==> src/rtl/des_iter_core.sv <==
// Iterative DES engine: IP, 16 Feistel rounds (RPC per clock), swap, IP^-1.
// Forward or reverse key schedule is computed on the fly from C/D.

package des_pkg;
    localparam int IP_T [64] = '{58,50,42,34,26,18,10,2, 60,52,44,36,28,20,12,4, 62,54,46,38,30,22,14,6,
                                 64,56,48,40,32,24,16,8, 57,49,41,33,25,17,9,1, 59,51,43,35,27,19,11,3,
                                 61,53,45,37,29,21,13,5, 63,55,47,39,31,23,15,7};
    localparam int FP_T [64] = '{40,8,48,16,56,24,64,32, 39,7,47,15,55,23,63,31, 38,6,46,14,54,22,62,30,
                                 37,5,45,13,53,21,61,29, 36,4,44,12,52,20,60,28, 35,3,43,11,51,19,59,27,
                                 34,2,42,10,50,18,58,26, 33,1,41,9,49,17,57,25};
    localparam int E_T [48] = '{32,1,2,3,4,5, 4,5,6,7,8,9, 8,9,10,11,12,13, 12,13,14,15,16,17,
                                16,17,18,19,20,21, 20,21,22,23,24,25, 24,25,26,27,28,29, 28,29,30,31,32,1};
    localparam int P_T [32] = '{16,7,20,21,29,12,28,17, 1,15,23,26,5,18,31,10,
                                2,8,24,14,32,27,3,9, 19,13,30,6,22,11,4,25};
    localparam int PC1_T [56] = '{57,49,41,33,25,17,9, 1,58,50,42,34,26,18, 10,2,59,51,43,35,27,
                                  19,11,3,60,52,44,36, 63,55,47,39,31,23,15, 7,62,54,46,38,30,22,
                                  14,6,61,53,45,37,29, 21,13,5,28,20,12,4};
    localparam int PC2_T [48] = '{14,17,11,24,1,5, 3,28,15,6,21,10, 23,19,12,4,26,8, 16,7,27,20,13,2,
                                  41,52,31,37,47,55, 30,40,51,45,33,48, 44,49,39,56,34,53, 46,42,50,36,29,32};
    // Each S-box is 64 nibbles in row-major order (row = outer bits, col = inner bits), first entry at MSB
    localparam logic [255:0] SBOX [8] = '{
        256'hE4D12FB83A6C5907_0F74E2D1A6CB9538_41E8D62BFC973A50_FC8249175B3EA06D,
        256'hF18E6B34972DC05A_3D47F28EC01A69B5_0E7BA4D158C6932F_D8A13F42B67C05E9,
        256'hA09E63F51DC7B428_D709346A285ECBF1_D6498F30B12C5AE7_1AD069874FE3B52C,
        256'h7DE3069A1285BC4F_D8B56F03472C1AE9_A690CB7DF13E5284_3F06A1D8945BC72E,
        256'h2C417AB6853FD0E9_EB2C47D150FA3986_421BAD78F9C5630E_B8C71E2D6F09A453,
        256'hC1AF92680D34E75B_AF427C9561DE0B38_9EF528C3704A1DB6_432C95FABE17608D,
        256'h4B2EF08D3C975A61_D0B7491AE35C2F86_14BDC37EAF680592_6BD814A7950FE23C,
        256'hD2846FB1A93E50C7_1FD8A374C56B0E92_7B419CE206ADF358_21E74A8DFC90356B};

    // Tables use DES numbering: bit 1 is the MSB of the vector
    function automatic logic [63:0] perm_ip(input logic [63:0] x);
        logic [63:0] y;
        for (int i = 0; i < 64; i++) y[63-i] = x[64-IP_T[i]];
        return y;
    endfunction

    function automatic logic [63:0] perm_fp(input logic [63:0] x);
        logic [63:0] y;
        for (int i = 0; i < 64; i++) y[63-i] = x[64-FP_T[i]];
        return y;
    endfunction

    function automatic logic [55:0] perm_pc1(input logic [63:0] x);
        logic [55:0] y;
        for (int i = 0; i < 56; i++) y[55-i] = x[64-PC1_T[i]];
        return y;
    endfunction

    function automatic logic [47:0] perm_pc2(input logic [55:0] x);
        logic [47:0] y;
        for (int i = 0; i < 48; i++) y[47-i] = x[56-PC2_T[i]];
        return y;
    endfunction

    function automatic logic [31:0] feistel(input logic [31:0] r, input logic [47:0] k);
        logic [47:0] x;
        logic [31:0] s;
        logic [31:0] y;
        logic [5:0]  b;
        logic [7:0]  pos;
        for (int i = 0; i < 48; i++) x[47-i] = r[32-E_T[i]];
        x = x ^ k;
        for (int i = 0; i < 8; i++) begin
            b   = x[47-6*i -: 6];
            pos = 8'd255 - {b[5], b[0], b[4:1], 2'b00};
            s[31-4*i -: 4] = SBOX[i][pos -: 4];
        end
        for (int i = 0; i < 32; i++) y[31-i] = s[32-P_T[i]];
        return y;
    endfunction
endpackage

// One Feistel round plus the matching C/D rotation for round number rnd (1..16)
module des_round import des_pkg::*; (
    input  logic [31:0] l,
    input  logic [31:0] r,
    input  logic [27:0] c,
    input  logic [27:0] d,
    input  logic [4:0]  rnd,
    input  logic        dec,
    output logic [31:0] nl,
    output logic [31:0] nr,
    output logic [27:0] nc,
    output logic [27:0] nd
);
    logic one;

    // Encrypt rotates left before use; decrypt walks back with right rotations, round 1 unrotated
    always_comb begin
        one = 1'b0;
        nc  = c;
        nd  = d;
        if (!dec) begin
            one = (rnd == 5'd1) || (rnd == 5'd2) || (rnd == 5'd9) || (rnd == 5'd16);
            nc  = one ? {c[26:0], c[27]} : {c[25:0], c[27:26]};
            nd  = one ? {d[26:0], d[27]} : {d[25:0], d[27:26]};
        end else if (rnd != 5'd1) begin
            one = (rnd == 5'd2) || (rnd == 5'd9) || (rnd == 5'd16);
            nc  = one ? {c[0], c[27:1]} : {c[1:0], c[27:2]};
            nd  = one ? {d[0], d[27:1]} : {d[1:0], d[27:2]};
        end
    end

    assign nl = r;
    assign nr = l ^ feistel(r, perm_pc2({nc, nd}));
endmodule

module des_iter_core import des_pkg::*; #(
    parameter int RPC = 1
) (
    input  logic        clk,
    input  logic        rst_n,
    input  logic        in_valid,
    output logic        in_ready,
    input  logic [63:0] in_data,
    input  logic [63:0] key,
    input  logic        decrypt,
    output logic        out_valid,
    input  logic        out_ready,
    output logic [63:0] out_data,
    output logic        busy
);
    localparam int NITER = 16 / RPC;

    if (!(RPC == 1 || RPC == 2 || RPC == 4 || RPC == 8 || RPC == 16)) begin : g_bad_rpc
        $error("des_iter_core: RPC must be 1, 2, 4, 8 or 16");
    end

    typedef enum logic [1:0] {IDLE, ROUND, DONE} state_t;
    state_t state, state_nx;

    logic [31:0] l_q, r_q;
    logic [27:0] c_q, d_q;
    logic [3:0]  cnt;
    logic        dec_q;
    logic        last;

    // Unrolled round chain: stage j evaluates round cnt*RPC+j+1
    for (genvar j = 0; j < RPC; j++) begin : g_rnd
        logic [31:0] l_s, r_s, l_n, r_n;
        logic [27:0] c_s, d_s, c_n, d_n;
        logic [4:0]  rnd;
        if (j == 0) begin : g_head
            assign l_s = l_q;
            assign r_s = r_q;
            assign c_s = c_q;
            assign d_s = d_q;
        end else begin : g_link
            assign l_s = g_rnd[j-1].l_n;
            assign r_s = g_rnd[j-1].r_n;
            assign c_s = g_rnd[j-1].c_n;
            assign d_s = g_rnd[j-1].d_n;
        end
        assign rnd = 5'(int'(cnt) * RPC + j + 1);
        des_round u_round (
            .l(l_s), .r(r_s), .c(c_s), .d(d_s), .rnd(rnd), .dec(dec_q),
            .nl(l_n), .nr(r_n), .nc(c_n), .nd(d_n)
        );
    end

    assign last = (cnt == 4'(NITER - 1));

    // State register
    always_ff @(posedge clk or negedge rst_n) begin
        if (!rst_n) state <= IDLE;
        else        state <= state_nx;
    end

    // Next state and handshake outputs
    always_comb begin
        state_nx  = state;
        in_ready  = 1'b0;
        out_valid = 1'b0;
        busy      = 1'b1;
        case (state)
            IDLE: begin
                in_ready = 1'b1;
                busy     = 1'b0;
                if (in_valid) state_nx = ROUND;
            end
            ROUND:   if (last) state_nx = ROUND == state ? DONE : state;
            DONE: begin
                out_valid = 1'b1;
                if (out_ready) state_nx = IDLE;
            end
            default: state_nx = IDLE;
        endcase
    end

    // Operand load, round iteration and result capture
    always_ff @(posedge clk or negedge rst_n) begin
        if (!rst_n) begin
            l_q      <= '0;
            r_q      <= '0;
            c_q      <= '0;
            d_q      <= '0;
            cnt      <= '0;
            dec_q    <= 1'b0;
            out_data <= '0;
        end else begin
            case (state)
                IDLE: if (in_valid) begin
                    {l_q, r_q} <= perm_ip(in_data);
                    {c_q, d_q} <= perm_pc1(key);
                    dec_q      <= decrypt;
                    cnt        <= '0;
                end
                ROUND: begin
                    l_q <= g_rnd[RPC-1].l_n;
                    r_q <= g_rnd[RPC-1].r_n;
                    c_q <= g_rnd[RPC-1].c_n;
                    d_q <= g_rnd[RPC-1].d_n;
                    cnt <= cnt + 4'd1;
                    if (last) out_data <= perm_fp({g_rnd[RPC-1].r_n, g_rnd[RPC-1].l_n});
                end
                default: ;
            endcase
        end
    end
endmodule
==> config.mk <==
export PLATFORM = sky130hd
export DESIGN_NAME = des_iter_core
export DESIGN_NICKNAME = d
export VERILOG_FILES = /design/src/rtl/des_iter_core.sv
export SDC_FILE = /design/constraint.sdc
export NUM_CORES = 1
export LEC_CHECK = 0
export ABC_AREA = 1
export CAP_MARGIN = 20
export CORE_MARGIN = 1
export CORE_UTILIZATION = 30
export CTS_BUF_LIST = sky130_fd_sc_hd__clkbuf_4 sky130_fd_sc_hd__clkbuf_8
export DETAILED_ROUTE_END_ITERATION = 8
export PLACE_DENSITY = 0.44
export SETUP_SLACK_MARGIN = 0.1
export SLEW_MARGIN = 10
export SYNTH_ARGS = -nofsm -noshare
export SYNTH_HDL_FRONTEND = slang
export SYNTH_HIERARCHICAL = 1
export SYNTH_SLANG_ARGS = --single-unit
export TNS_END_PERCENT = 30
==> constraint.sdc <==
create_clock -name clk -period 7.64 [get_ports clk]
set_input_delay 0.764 -clock clk [delete_from_list [all_inputs] [get_ports clk]]
set_output_delay 0.764 -clock clk [all_outputs]
set_load 0.05 [all_outputs]
==> summary.txt, run 1 <==
CTS Hold Bufs - 0
Most used DFF post-synth - dfrtp_1
crit-path max FO - 36
max-cap violation count - 0
IO Pins - 200
crit share post-route - 71.7%
vias in the first global route - 18200
first-pass GRT wire length - 114000 um
CTS tree - yes
WP data required - 8.18 ns
Nets - 3319
global route overflow - 0
max-slew violations - 0
mux contribution to synthesized area - 0%
Simple-Gate Fraction of Synth Area - 54.3%
Period minus WS final - 5.48 ns
critical path arrival - 6.02 ns
Synth Area in Compound Gates - 4.28%
Global Route Usage Sum - 25.0%
Residual DRC - 0
Distinct cells, synth - 42
Root Buffer - clkbuf_8
syn nets - 3257
critical path class - register to register
Die Y - 246 um
initial antenna violation count - 0
slew margin rel. - 26.2%
CP max stage cell - nor2_4
drt first pass iters - 6
Worst Tran Pin Value - 1.10 ns
unrepaired setup endpoints after global routing - no
setup bufs post-CTS - 0
CTS Buf Count - 17
CP Capture Type - register
initial DRC count - 1865
Post-Synth XOR/XNOR Area - 0.657%
die area - 60600 um2
Layout Area Growth over Synthesis - 14.3%
number of flops mapped to enable cells by yosys - 0
Seq/Total Area, Yosys - 26.7%
Max Freq - 183 MHz
Synth Area per Inst - 5.83 um2
status - complete, no violations
Final Hold Violating Endpoints - 0
HP Class - primary input to asynchronous set/reset pin
FF+latch count, synth - 191
clk sinks - 191
Synth Area in Adders - 3.85%
final setup fails - 0
final WL - 75200 um
Gate Count Post-Synth - 3069
Final TNS setup - 0 ns
DPL Wire Length - 55600 um
number of H-tree levels - 4
clk buf depth - 2
via count - 19700
Worst-Skew Late Latency - 0.60 ns
FILL cells - 6615
Final GP Congestion - 0.875
critical path's most frequent cell - nand2_1
Die W - 246 um
DR WL/cell - 19.2 um
Synth async-reset ratio - 100%
# rows - 89
Startpoint Class - register
vias per cell - 5.03
I/O Buffers - 191
largest net degree at the start of global routing - 76
fraction of layout cells with a size suffix above 1 - 5.44%
slowest stage delay, CP - 0.82 ns
clock transition at the registers of the reported paths - 0.14 ns
area of the core - 59000 um2
Post-CTS Resized - 0
Ys Warns - 6
Post-DRT Antenna Nets - 0
Layout Skew - 0.0319 ns
main combinational cell family by area after synthesis - simple AND/OR/NAND/NOR gates
Synth Cell Area - 17900 um2
Starting Density - 30.3%
cell usage in the layout, fill, tap and decap left out, types with 5 or more instances in the layout:
cell	count
a21oi_1	19
buf_4	20
clkbuf_8	18
clkdlybuf4s50_1	190
clkinv_8	7
dfrtp_1	189
ha_1	55
inv_1	205
inv_2	14
nand2_1	1622
nand2_2	56
nand3_1	525
nand3_2	15
nand3b_1	18
nand4_1	15
nor2_1	40
o2111ai_1	9
o211ai_1	14
o21ai_0	48
o21ai_1	9
xor2_2	5
flip-flops by register name (all words and copies together), names as in the netlist:
name,flops
g_rnd.l_s,32
d_q,28
out_data,64
state,2
cnt,4
dec_q,1
c_q,28
g_rnd.r_s,32
per-stage QoR:
step	hold WS, ns	cell area, um2	std cells	setup WS, ns	util, %
after global placement	0.458	20000	3884	2.33	33.8
after CTS	0.104	20400	3916	2.27	34.6
after global routing	0.142	20400	3917	1.76	34.6
after detailed placement	0.459	20000	3884	2.31	33.8
final	0.133	20500	3918	2.16	34.7
after floorplan	0.449	17900	3069	4.14	-
synth_stat cells (2+ instances only):
cell / number / share of area (%)
a22oi_1: 3 / 0.13
ha_1: 55 / 3.8
o31ai_1: 2 / 0.084
o211ai_1: 14 / 0.59
nand2_2: 56 / 2.0
buf_1: 10 / 0.21
clkbuf_1: 41 / 0.86
o21ai_2: 4 / 0.20
nor2_1: 40 / 0.84
xor2_2: 5 / 0.45
o21a_1: 3 / 0.13
buf_2: 54 / 1.5
dfrtp_1: 191 / 27
o21ai_0: 48 / 1.3
o22ai_1: 2 / 0.070
nand2_4: 3 / 0.19
inv_1: 205 / 4.3
inv_2: 16 / 0.34
o2111ai_1: 9 / 0.44
nand3_1: 525 / 15
o211ai_2: 3 / 0.21
nand3_2: 15 / 0.84
buf_4: 54 / 2.3
a21oi_1: 19 / 0.53
and2_1: 2 / 0.070
buf_6: 9 / 0.57
nand2_1: 1623 / 34
nor2_4: 4 / 0.25
o21ai_1: 9 / 0.25
o21ai_4: 2 / 0.18
nand4_1: 15 / 0.52
nand3b_1: 18 / 0.76
area by class of cell:
type | count | area (um2) | area share, %
multi-input cells | 2486 | 11300 | 55.3
repair buffers | 212 | 2090 | 10.2
flip-flops and latches | 191 | 4780 | 23.4
inverters | 223 | 847 | 4.14
clock buffers | 17 | 234 | 1.14
clock inverters | 15 | 230 | 1.13
well taps | 773 | 967 | 4.73
diodes | 1 | 2.50 | 0.0122
logic make-up after synthesis:
kind of cell / after synthesis
simple gates: 2304
flops: 191
fa+ha+maj: 55
buf+inv: 392
compound gates: 120
xor+xnor: 7
per-layer routing:
layer	track usage, %	share of wire, %	vias to the layer above
met5	0	0	-
met4	7.51	2.4	0
met3	4.28	5.9	60
met2	36.3	42	581
met1	37.2	50	9262
li1	-	-	9787
worst paths after layout:
kind                                          startpoint                            to  slack [ns]  cells past startpoint
worst max-delay path                  cnt[0]$_DFFE_PN0P_  g_rnd[0].r_s[16]$_DFFE_PN0P_        2.16                     28
worst min-delay path                               rst_n      out_data[35]$_DFFE_PN0P_        0.13                      1
worst max register to register        cnt[0]$_DFFE_PN0P_  g_rnd[0].r_s[16]$_DFFE_PN0P_        2.16                     28
worst min register to register  out_data[23]$_DFFE_PN0P_      out_data[23]$_DFFE_PN0P_        0.49                      2
max in group asynchronous                          rst_n          state[0]$_DFFE_PN0P_        6.07                      2
min in group clk                out_data[23]$_DFFE_PN0P_      out_data[23]$_DFFE_PN0P_        0.49                      2
worst max-delay path, delay by kind of cell (launching register included):
kind,cells,cell delay [ns]
flops,1,0.45
buf+inv,5,1.09
simple gates,21,3.19
fa+ha+maj,2,0.64
Power of run 1 is left out: the tool's default activity adds up to more than one toggle a clock period on the data nets, which glitch-free logic cannot reach.
==> run 2, diff against run 1 <==
clock period = 5.4 ns   (was 7.64 ns; I/O delays follow)
==> run 2 against run 1 <==
- the flow now finishes with violations (hold timing)
- critical path type unchanged
- sequential share of layout area fell by 0.080 points
- worst setup slack lost 1.4 ns
- first-iteration DRC count is 15% lower
- largest cell class unchanged
- via count is essentially flat
==> summary.txt, run 2 (synthesis results as in run 1) <==
Period minus WS final - 4.65 ns (-0.832 ns)
Worst-Skew Late Latency - 0.59 ns (about the same)
max-cap violation count - 0 (unchanged)
Max Freq - 215 MHz (+18%)
Worst Tran Pin Value - 0.979 ns (-0.119 ns)
Final TNS setup - 0 ns (unchanged)
Die W - 246 um (unchanged)
flip-flop count of the largest register after layout - 64 (unchanged)
final setup fails - 0 (unchanged)
Startpoint Class - register
HP Class - primary input to asynchronous set/reset pin
initial antenna violation count - 1 (+1)
Starting Density - 30.3% (unchanged)
FILL cells - 6637 (+0.33%)
die area - 60600 um2 (unchanged)
DR WL/cell - 19.1 um (-0.46%)
sequential standard cell area - 4780 um2 (unchanged)
met1 Use GR - 37.1% (-0.10 points)
global route overflow - 0 (unchanged)
CP max stage cell - dfrtp_1
busiest grt layer - met1
fraction of layout cells with a size suffix above 1 - 5.62% (+0.18 points)
beginning of the critical path - cnt[0]$_DFFE_PN0P_
setup bufs post-CTS - 0 (unchanged)
number of H-tree levels - 4 (unchanged)
Global Route Usage Sum - 24.8% (-0.23 points)
CP Capture Type - register
largest net degree at the start of global routing - 103 (+36%)
Nets - 3325 (+0.18%)
status - finished, violations left
critical path class - register to register
vias per cell - 5.02 (about the same)
drt first pass iters - 6 (unchanged)
GR Util met3 - 4.63% (+0.35 points)
Final GP Congestion - 0.864 (-1.2%)
crit share post-route - 86.0% (+14 points)
clk buf depth - 2 (unchanged)
DPL Wire Length - 55400 um (-0.36%)
I/O Buffers - 191 (unchanged)
commonest non-fill, non-tap cell in the layout - nand2_1
area of the core - 59000 um2 (unchanged)
CTS tree - yes
Post-CTS Resized - 0 (unchanged)
WP data required - 5.94 ns (-2.24 ns)
most frequent cells in the layout - 1622 x nand2_1, 525 x nand3_1, 205 x inv_1, 190 x clkdlybuf4s50_1, 189 x dfrtp_1
unrepaired setup endpoints after global routing - no
CTS Buf Count - 17 (unchanged)
Final Hold Violating Endpoints - 4 (+4)
clk sinks - 191 (unchanged)
critical path arrival - 5.19 ns (-0.83 ns)
IO Pins - 200 (unchanged)
final WL - 74900 um (-0.33%)
via count - 19700 (+0.056%)
max-slew violations - 0 (unchanged)
Post-DRT Antenna Nets - 0 (unchanged)
multi-input logic area - 11300 um2 (unchanged)
critical path's most frequent cell - nand2_1
CTS Hold Bufs - 0 (unchanged)
Die Y - 246 um (unchanged)
Residual DRC - 0 (unchanged)
slew margin rel. - 34.7% (+8.5 points)
first-pass GRT wire length - 113000 um (-0.95%)
failing checks - hold timing
Reg-to-Reg Start - cnt[0]$_DFFE_PN0P_
Layout Skew - 0.0209 ns (-0.0110 ns)
register name with the most flops - out_data
initial DRC count - 1593 (-15%)
clock transition at the registers of the reported paths - 0.13 ns (about the same)
Layout Area Growth over Synthesis - 14.7%
vias in the first global route - 18100 (-0.88%)
crit-path max FO - 18 (-50%)
hold_ws - -0.0227 ns (-0.156 ns)
# rows - 89 (unchanged)
M2 GR Usage - 35.9% (-0.40 points)
Root Buffer - clkbuf_8
# diodes - 0 (-1)
slowest stage delay, CP - 0.46 ns (-0.36 ns)
-- run 2: worst max-delay path, delay by kind of cell, from the launching register on --
| family | cells | cell delay (ns) |
|---|---|---|
| adder cells (fa/ha/maj) | 2 | 0.60 |
| buffers and inverters | 2 | 0.35 |
| flip-flops | 1 | 0.46 |
| AND/OR/NAND/NOR | 23 | 3.18 |
-- run 2: metrics by stage --
step	area (um2)	std cells	utilization, %	hold slack [ns]	worst slack [ns]
floorplan	17900	3069	-	0.244	1.90
global placement	20100	3891	34.0	0.456	0.838
detailed placement	20100	3891	34.0	0.459	0.827
CTS	20500	3923	34.8	0.0431	0.797
global route	20500	3923	34.8	0.0285	0.383
finish	20500	3923	34.8	-0.0227	0.754
-- run 2: area by class of cell --
type / instances / area share [%]
clock inverter: 15 / 1.01
inverter: 223 / 4.13
multi-input combinational: 2486 / 55.1
timing repair buffer: 218 / 10.6
sequential: 191 / 23.3
clock buffer: 17 / 1.14
tap: 773 / 4.71
-- run 2: worst paths after layout --
check / cells past startpoint / end / slack [ns]
worst max-delay path: 27 / g_rnd[0].r_s[21]$_DFFE_PN0P_ / 0.75
worst min-delay path: 1 / g_rnd[0].l_s[28]$_DFFE_PN0P_ / -0.02
worst max register to register: 27 / g_rnd[0].r_s[21]$_DFFE_PN0P_ / 0.75
worst min register to register: 2 / out_data[18]$_DFFE_PN0P_ / 0.48
max in group asynchronous: 2 / c_q[25]$_DFFE_PN0P_ / 4.29
min in group clk: 2 / out_data[18]$_DFFE_PN0P_ / 0.48
-- run 2: routing by layer --
| layer | part of all wire, % | wire, um |
|---|---|---|
| met3 | 6.6 | 4950 |
| met4 | 2.0 | 1470 |
| met2 | 42 | 31200 |
| met1 | 50 | 37300 |
| met5 | 0 | 0 |
Power of run 2 is left out for the same reason.
==> edit: new RTL, settings of run 2 <==
The 3 states of `state_t` get a one-hot encoding in 3 bits.
--- a/src/rtl/des_iter_core.sv
+++ b/src/rtl/des_iter_core.sv
@@ -127,7 +127,7 @@
         $error("des_iter_core: RPC must be 1, 2, 4, 8 or 16");
     end
 
-    typedef enum logic [1:0] {IDLE, ROUND, DONE} state_t;
+    typedef enum logic [2:0] {IDLE = 3'b001, ROUND = 3'b010, DONE = 3'b100} state_t;
     state_t state, state_nx;
 
     logic [31:0] l_q, r_q;
Formal check against the unedited RTL: same outputs for any inputs over 4 cycles, from zero or initial values and one cycle with rst_n low; so few cycles prove little.
==> edit against run 2 <==
Design area increased by 0.80%; critical path depth decreased by 2; wire length increased by 0.55%; synthesized cell count increased by 0.72%; die area increased by 2.6%; sequential cell count increased by 1; fmax increased by 1.4%; worst setup slack improved by 0.066 ns; non-clock buffer count decreased by 3; area after synthesis increased by 2.6%.
Power is not shown: default switching activity piles up to over one toggle a cycle in this logic, so the estimate is an artifact.
==> edit: results (changes against run 2) <==
outcome: complete, no violations
Placer Congestion: 0.898 (+3.9%)
slack of the worst reg-to-reg path: 0.82 ns (+0.07 ns)
FF-to-FF End: g_rnd[0].r_s[21]
setup skew after layout: 0.0296 ns (+0.00868 ns)
largest net degree at the start of global routing: 185 (+80%)
fill cell count: 6,756 (+1.8%)
Net Count, Synth: 3,279 (+0.68%)
total inserted antenna cells: 0 (unchanged)
list of most frequent post-synthesis cells: nand2_1 (1,501), nand3_1 (650), inv_1 (205)
met3 layer usage reported by global route: 0.0322 (-0.0141)
Min-Delay Endpoint: out_data[23]
detailed-placement wirelength estimate: 54.3 mm (-2.0%)
sum of met2 wire segment lengths after detailed routing: 32.8 mm (+5.2%)
CP delay by family, top: simple AND/OR/NAND/NOR gates
number of cell instances on the worst register-to-register path: 25 (-7.4%)
Longest Clk Path Bufs: 2 (unchanged)
Critical R2R Launch: cnt[0]
first-pass GRT wire length: 116 mm (+2.5%)
register name with the most flops: out_data
total clock buffers created by CTS: 17 (unchanged)
initial antenna violation count: 0 (-1)
fraction of final layout cells with drive strength greater than 1: 0.0555 (-0.000688)
cell type of the slowest stage on the worst timing path: nand3_2
buffers inserted during post-CTS setup optimization: 0 (unchanged)
GR met2 Demand/Resource: 0.366 (+0.00696)
Cell Area, Placed: 0.0203 sq mm (+0.86%)
Total Routing Usage GR: 0.241 (-0.00641)
arrival time of data at the critical path endpoint: 5.07 ns (-0.12 ns)
vias in the first global route: 18,700 (+3.6%)
Post-Route M1 WL: 38.1 mm (+2.0%)
met1 GRT Util: 0.363 (-0.00811)
vias post-DR: 20,100 (+1.9%)
iteration-0 DRC count of the detailed router: 1,794 (+13%)
sequential cell area: 0.00481 sq mm (+0.55%)
Distinct cells, synth: 45 (+7.1%)
Least-Margin Pin Slew: 1.18 ns (+0.199 ns)
most area-consuming cells after synthesis: nand2_1 (31%), dfrtp_1 (26%), nand3_1 (18%)
Largest register FFs: 64 (unchanged)
largest driver fanout on the critical path: 19 (+1)
Hold/Removal Path Class: flip-flop to flip-flop
wire length on met3: 3.58 mm (-28%)
Seq/Total Area, Yosys: 0.262 (-0.00532)
average wire per standard cell: 19.1 microns (+0.25%)
-- edit: cell count changes after synthesis, moves of 6 or more --
cell | before | now
buf_8 | 1 | 12
buf_4 | 54 | 65
buf_2 | 54 | 72
clkbuf_1 | 41 | 22
buf_1 | 10 | 4
nand3_1 | 525 | 650
nand2_1 | 1623 | 1501
-- edit: how the worst max path moves through the flow --
stage | startpoint | endpoint | slack [ns]
2_1_floorplan | cnt[0] | g_rnd[0].r_s[31] | 2.05
4_1_cts | cnt[0] | g_rnd[0].r_s[25] | 0.87
6_report | cnt[0] | g_rnd[0].r_s[21] | 0.82
3_5_place_dp | cnt[0] | g_rnd[0].r_s[25] | 0.90
5_1_grt | cnt[0] | g_rnd[0].r_s[26] | 0.44
3_3_place_gp | cnt[0] | g_rnd[0].r_s[25] | 0.94
-- edit: layout make-up --
type	count	share of cell area
flip-flops and latches	192	0.233
clock buffers	18	0.0120
inverters	224	0.0408
well taps	782	0.0473
clock inverters	14	0.00847
multi-input cells	2490	0.556
repair buffers	215	0.103
-- edit: kinds of logic after synthesis --
| family | after synthesis | synth area share |
|---|---|---|
| AOI/OAI and AO/OA | 117 | 0.0401 |
| xor gates and xnor gates | 8 | 0.00688 |
| adders and majority gates | 55 | 0.0375 |
| buffers and inverters | 409 | 0.113 |
| DFF | 192 | 0.262 |
| and+or+nand+nor | 2310 | 0.540 |
-- edit: per-stage QoR --
step | setup WS (ns) | hold WS, ns | std cells
global placement | 0.935 | 0.453 | 3902
finish | 0.820 | 0.484 | 3935
floorplan | 2.05 | 0.244 | 3091
global route | 0.441 | 0.487 | 3935
CTS | 0.872 | 0.430 | 3935
detailed placement | 0.900 | 0.458 | 3902
-- edit: timing repair --
action	in CTS	in global routing
hold buffers	1	0
gates resized for setup	0	0
hold endpoints to repair	1	0
